===== src/rtl/mem_port_arbiter.sv =====
// ============================================================================
// Module   : mem_port_arbiter
// Brief    : Two-port (fetch, load/store) arbiter onto one memory port with a
//            single outstanding transaction. Define ARB_RR_EN for round-robin
//            arbitration; otherwise load/store has fixed priority.
// Revision : 1.0 - initial release
// ============================================================================
`default_nettype none

module mem_port_arbiter (
    input  logic        clk,
    input  logic        rst_n,
    // fetch port
    input  logic        if_req,
    input  logic [63:0] if_addr,
    output logic        if_gnt,
    output logic        if_rvalid,
    output logic [63:0] if_rdata,
    // load/store port
    input  logic        ls_req,
    input  logic        ls_we,
    input  logic [63:0] ls_addr,
    input  logic [63:0] ls_wdata,
    input  logic [7:0]  ls_be,
    output logic        ls_gnt,
    output logic        ls_rvalid,
    output logic [63:0] ls_rdata,
    // memory port
    output logic        ram_req,
    output logic        ram_we,
    output logic [63:0] ram_addr,
    output logic [63:0] ram_wdata,
    output logic [7:0]  ram_be,
    input  logic        ram_ready,
    input  logic        ram_rvalid,
    input  logic [63:0] ram_rdata
);

    typedef enum logic [1:0] {
        S_IDLE  = 2'd0,
        S_ISSUE = 2'd1,
        S_WAIT  = 2'd2,
        S_RESP  = 2'd3
    } state_t;

    localparam logic [7:0] c_FETCH_BE = 8'hFF;

    state_t      r_state;
    logic        r_owner_ls;
    logic        r_we;
    logic [63:0] r_addr;
    logic [63:0] r_wdata;
    logic [7:0]  r_be;
    logic [63:0] r_rsp;

    logic        w_idle;
    logic        w_grant_if;
    logic        w_grant_ls;

    // Gated with rst_n so no grant is visible while reset is held.
    assign w_idle = (r_state == S_IDLE) && rst_n;

`ifdef ARB_RR_EN
    logic r_last_ls;

    // On a tie, the requester that was not granted last wins.
    assign w_grant_ls = w_idle && ls_req && (!if_req || !r_last_ls);
    assign w_grant_if = w_idle && if_req && (!ls_req ||  r_last_ls);

    always_ff @(posedge clk or negedge rst_n) begin
        if (!rst_n) begin
            r_last_ls <= 1'b0;
        end else if (w_grant_ls || w_grant_if) begin
            r_last_ls <= w_grant_ls;
        end
    end
`else
    assign w_grant_ls = w_idle && ls_req;
    assign w_grant_if = w_idle && if_req && !ls_req;
`endif

    always_ff @(posedge clk or negedge rst_n) begin
        if (!rst_n) begin
            r_state    <= S_IDLE;
            r_owner_ls <= 1'b0;
            r_we       <= 1'b0;
            r_addr     <= 64'd0;
            r_wdata    <= 64'd0;
            r_be       <= 8'd0;
            r_rsp      <= 64'd0;
        end else begin
            case (r_state)
                S_IDLE: begin
                    if (w_grant_ls) begin
                        r_owner_ls <= 1'b1;
                        r_we       <= ls_we;
                        r_addr     <= ls_addr;
                        r_wdata    <= ls_wdata;
                        r_be       <= ls_be;
                        r_state    <= S_ISSUE;
                    end else if (w_grant_if) begin
                        r_owner_ls <= 1'b0;
                        r_we       <= 1'b0;
                        r_addr     <= if_addr;
                        r_wdata    <= 64'd0;
                        r_be       <= c_FETCH_BE;
                        r_state    <= S_ISSUE;
                    end
                end
                S_ISSUE: begin
                    if (ram_ready) begin
                        r_state <= S_WAIT;
                    end
                end
                S_WAIT: begin
                    // Writes return an ack only; their response data is zero.
                    if (ram_rvalid) begin
                        r_rsp   <= r_we ? 64'd0 : ram_rdata;
                        r_state <= S_RESP;
                    end
                end
                S_RESP: begin
                    r_state <= S_IDLE;
                end
                default: begin
                    r_state <= S_IDLE;
                end
            endcase
        end
    end

    assign if_gnt    = w_grant_if;
    assign ls_gnt    = w_grant_ls;

    assign ram_req   = (r_state == S_ISSUE);
    assign ram_we    = r_we;
    assign ram_addr  = r_addr;
    assign ram_wdata = r_wdata;
    assign ram_be    = r_be;

    assign if_rvalid = (r_state == S_RESP) && !r_owner_ls;
    assign ls_rvalid = (r_state == S_RESP) &&  r_owner_ls;
    assign if_rdata  = r_rsp;
    assign ls_rdata  = r_rsp;

endmodule

`default_nettype wire


===== config.mk =====
export PLATFORM = sky130hd
export DESIGN_NAME = mem_port_arbiter
export DESIGN_NICKNAME = d
export VERILOG_FILES = /design/src/rtl/mem_port_arbiter.sv
export SDC_FILE = /design/constraint.sdc
export NUM_CORES = 1
export LEC_CHECK = 0
export ABC_AREA = 1
export BUFFER_PORTS_ARGS = -buffer_cell sky130_fd_sc_hd__buf_2
export CORE_AREA = 3 3 209 211
export DETAILED_ROUTE_END_ITERATION = 10
export DIE_AREA = 0 0 212 214
export PLACE_DENSITY = 0.52
export SYNTH_ARGS = -nofsm -noshare
export SYNTH_HDL_FRONTEND = slang
export SYNTH_SLANG_ARGS = --single-unit

===== constraint.sdc =====
create_clock -name clk -period 1.35 [get_ports clk]
set_input_delay 0.0675 -clock clk [delete_from_list [all_inputs] [get_ports clk]]
set_output_delay 0.0675 -clock clk [all_outputs]
set_load 0.01 [all_outputs]

==> results.sh <==
export IMPL_crit_reg2reg_launch="r_state[1]"
export IMPL_netlist_top_cells_area="dfrtp_1 (55%), nand2_1 (21%), buf_4 (5.9%), o21ai_0 (3.7%), o21ai_1 (3.3%)"
export IMPL_track_usage_pct=15.50
export IMPL_clock_skew_final_ns=0.01767
export IMPL_insertion_delay_ns=0.54
export IMPL_cts_root_buffer="clkbuf_16"
export IMPL_gp_congestion=0.8380
export IMPL_endpoint_kind="output pin"
export IMPL_yosys_warnings=0
export IMPL_area_delta_synth_final_pct=77.36
export IMPL_drive_gt1_share_pct=34.28
export IMPL_peakVddDrop_mv=0.7995
export IMPL_ioPinCount=541
export IMPL_grt_pass1_vias=10790
export IMPL_drtIter0Drc=427
export IMPL_maxSlewViolCount=0
export IMPL_wirelength_um=37220
export IMPL_fin_crit_sh_pct=124.6
export IMPL_portBuffers=540
export IMPL_initial_core_util_pct=22.05
export IMPL_drc=0
export IMPL_hold_violations=0
export IMPL_worstMarginPinSlew_ns=0.5118
export IMPL_rsz0062_at_grt="true"
export IMPL_violations="setup timing"
export IMPL_r2r_end="ram_addr[42]"
export IMPL_ant_nets=0
export IMPL_fin_crit_ns=1.682
export IMPL_die_height_um=214
export IMPL_grt_pass1_wl_um=56990
export IMPL_ys_types=17
export IMPL_dr_pass1_iters=5
export IMPL_crit_end="ls_gnt"
export IMPL_crit_fanout=3
export IMPL_syn_cell_area_um2=9248
export IMPL_syn_avg_cell_area_um2=8.062
export IMPL_die_x_um=212
export IMPL_clock_sinks=204
export IMPL_maxCapViolCount=0
export IMPL_synth_top_area_share_pct=55.20
export IMPL_htreeDepth=1
export IMPL_start_kind="register"
export IMPL_crit_arrival_ns=1.61
export IMPL_setup_ws_ns=-0.3320
export IMPL_grt_overflow_total=0
export IMPL_cts_tree="built"
export IMPL_run_status="complete, but fails checks"
export IMPL_hp_class="in -> async"
export IMPL_cts_buffer_depth=3
export IMPL_grt_max_degree=84
export IMPL_place_area_um2=12340
export IMPL_core_area_um2=41950
export IMPL_wl_per_cell_um=15.08
export IMPL_cts_clk_slew_worst_paths_ns=0.06
export IMPL_worstSetupStartpoint="r_state[1]"
export IMPL_r2r_setup_slack_ns=-0.29
export IMPL_viasPerCell=4.103
export IMPL_die_area_um2=45370
export IMPL_cp_required_ns=1.28
export IMPL_power_density_nw_per_um2=1928
export IMPL_layout_common_cells="buf_2 (535), nand2_1 (522), dlygate4sd3_1 (269)"
export IMPL_reg2regPathDepth=9
export IMPL_vias=10130
export IMPL_finalSetupViolCount=144
export IMPL_layout_commonest_cell="buf_2"
export IMPL_postSynthNetCount=1423
export IMPL_clock_fmax_mhz=594.5
export IMPL_antenna_found_initial=2
export IMPL_rows=75
export IMPL_stdcell_area_um2=16400
export IMPL_pre_cts_ws_ns=-0.1572
export IMPL_cts_made_buffers=24
export IMPL_netlist_instances=1147
export IMPL_crit_type="reg -> out"
export IMPL_seq_area_frac_synth_pct=55.20
export IMPL_dpl_hpwl_um=25150
export IMPL_ys_seq_elements=204
export IMPL_power_static_leakage_uw=0.009099
export IMPL_final_nets=2190
export IMPL_yosysTopAreaCell="dfrtp_1"
export IMPL_timing_slew_headroom_pct=65.88
-- worst max-delay path: stages (launching register included) --
cell,delay [ns]
dfrtp_1,0.38
inv_2,0.08
ha_4,0.17
nand3_4,0.08
buf_12,0.14
clkinv_8,0.04
buf_12,0.09
buf_6,0.09
-- flip-flops by register name, summed over array words and instances (netlist names) --
signal / flops
ram_wdata: 64
ram_addr: 64
ram_be: 8
if_rdata: 64
r_state: 2
ram_we: 1
r_owner_ls: 1
-- worst min path at each step --
stage | from | endpoint | slack, ns | cells past startpoint
after CTS | rst_n | if_rdata[13] | 0.13 | 3
after global placement | rst_n | r_state[1] | 0.12 | 2
final | rst_n | r_state[1] | 0.13 | 3
after global routing | rst_n | if_rdata[8] | 0.16 | 3
after floorplan | rst_n | if_rdata[0] | -0.23 | 0
after detailed placement | rst_n | r_state[1] | 0.12 | 2
-- cell usage after synthesis, drive strengths merged --
cell type and n:
clkbuf 24, dfrtp 204, ha 5, nand2 526, nor2 66, inv 74, buf 105, nand3 5
o21ai 129, o22a 8, or2 1
-- cell type report --
cell class	count	area (um2)
Tap cell	539	674.4
Multi-Input combinational cell	740	3162
Sequential cell	204	5105
Clock buffer	30	643.1
Antenna cell	1	2.502
Clock inverter	10	188.9
Timing Repair Buffer	870	6324
Fill cell	4146	25540
Inverter	74	302.8
-- stage by stage --
step	TNS [ns]	instances	utilization, %	hold WS (ns)	total power, uW
after floorplan	-3.209	1147	-	-0.2281	18140
after global placement	-8.855	2142	29.43	0.1204	23070
after detailed placement	-14.44	2142	29.43	0.1161	23210
after CTS	-44.56	2461	38.66	0.1259	31520
after global routing	-40.83	2467	39.10	0.1579	33880
final	-26.07	2468	39.10	0.1300	31620
-- repair_timing --
action                                 CTS  global route
gates resized for setup                 40            43
pin swaps                                2             8
setup endpoints to repair              150           206
hold buffers                           269             0
setup buffers                            6             4
endpoints found under the hold margin  391             0
cloned                                   5             3
-- metal layers --
metal | global-route usage (%) | up-vias | share of wire (%)
met1 | 17.04 | 4662 | 39
met2 | 28.46 | 428 | 50
met4 | 5.425 | 2 | 3.5
met3 | 4.174 | 66 | 7.4
met5 | 0 | - | 0.024
li1 | - | 4968 | -
-- cells by family after synthesis --
family | after synthesis | synth area share (%)
compound gates | 137 | 7.739
flops | 204 | 55.20
fa+ha+maj | 5 | 0.6765
buf+inv | 203 | 11.96
simple gates | 598 | 24.42
-- power breakdown --
part,switching (uW),leakage (uW),internal [uW]
combinational,7780,0.00612,6080
clock,2670,0.000404,4310
sequential,1860,0.00257,8920
total,12300,0.00910,19300
(Power assumes the default switching activity.)
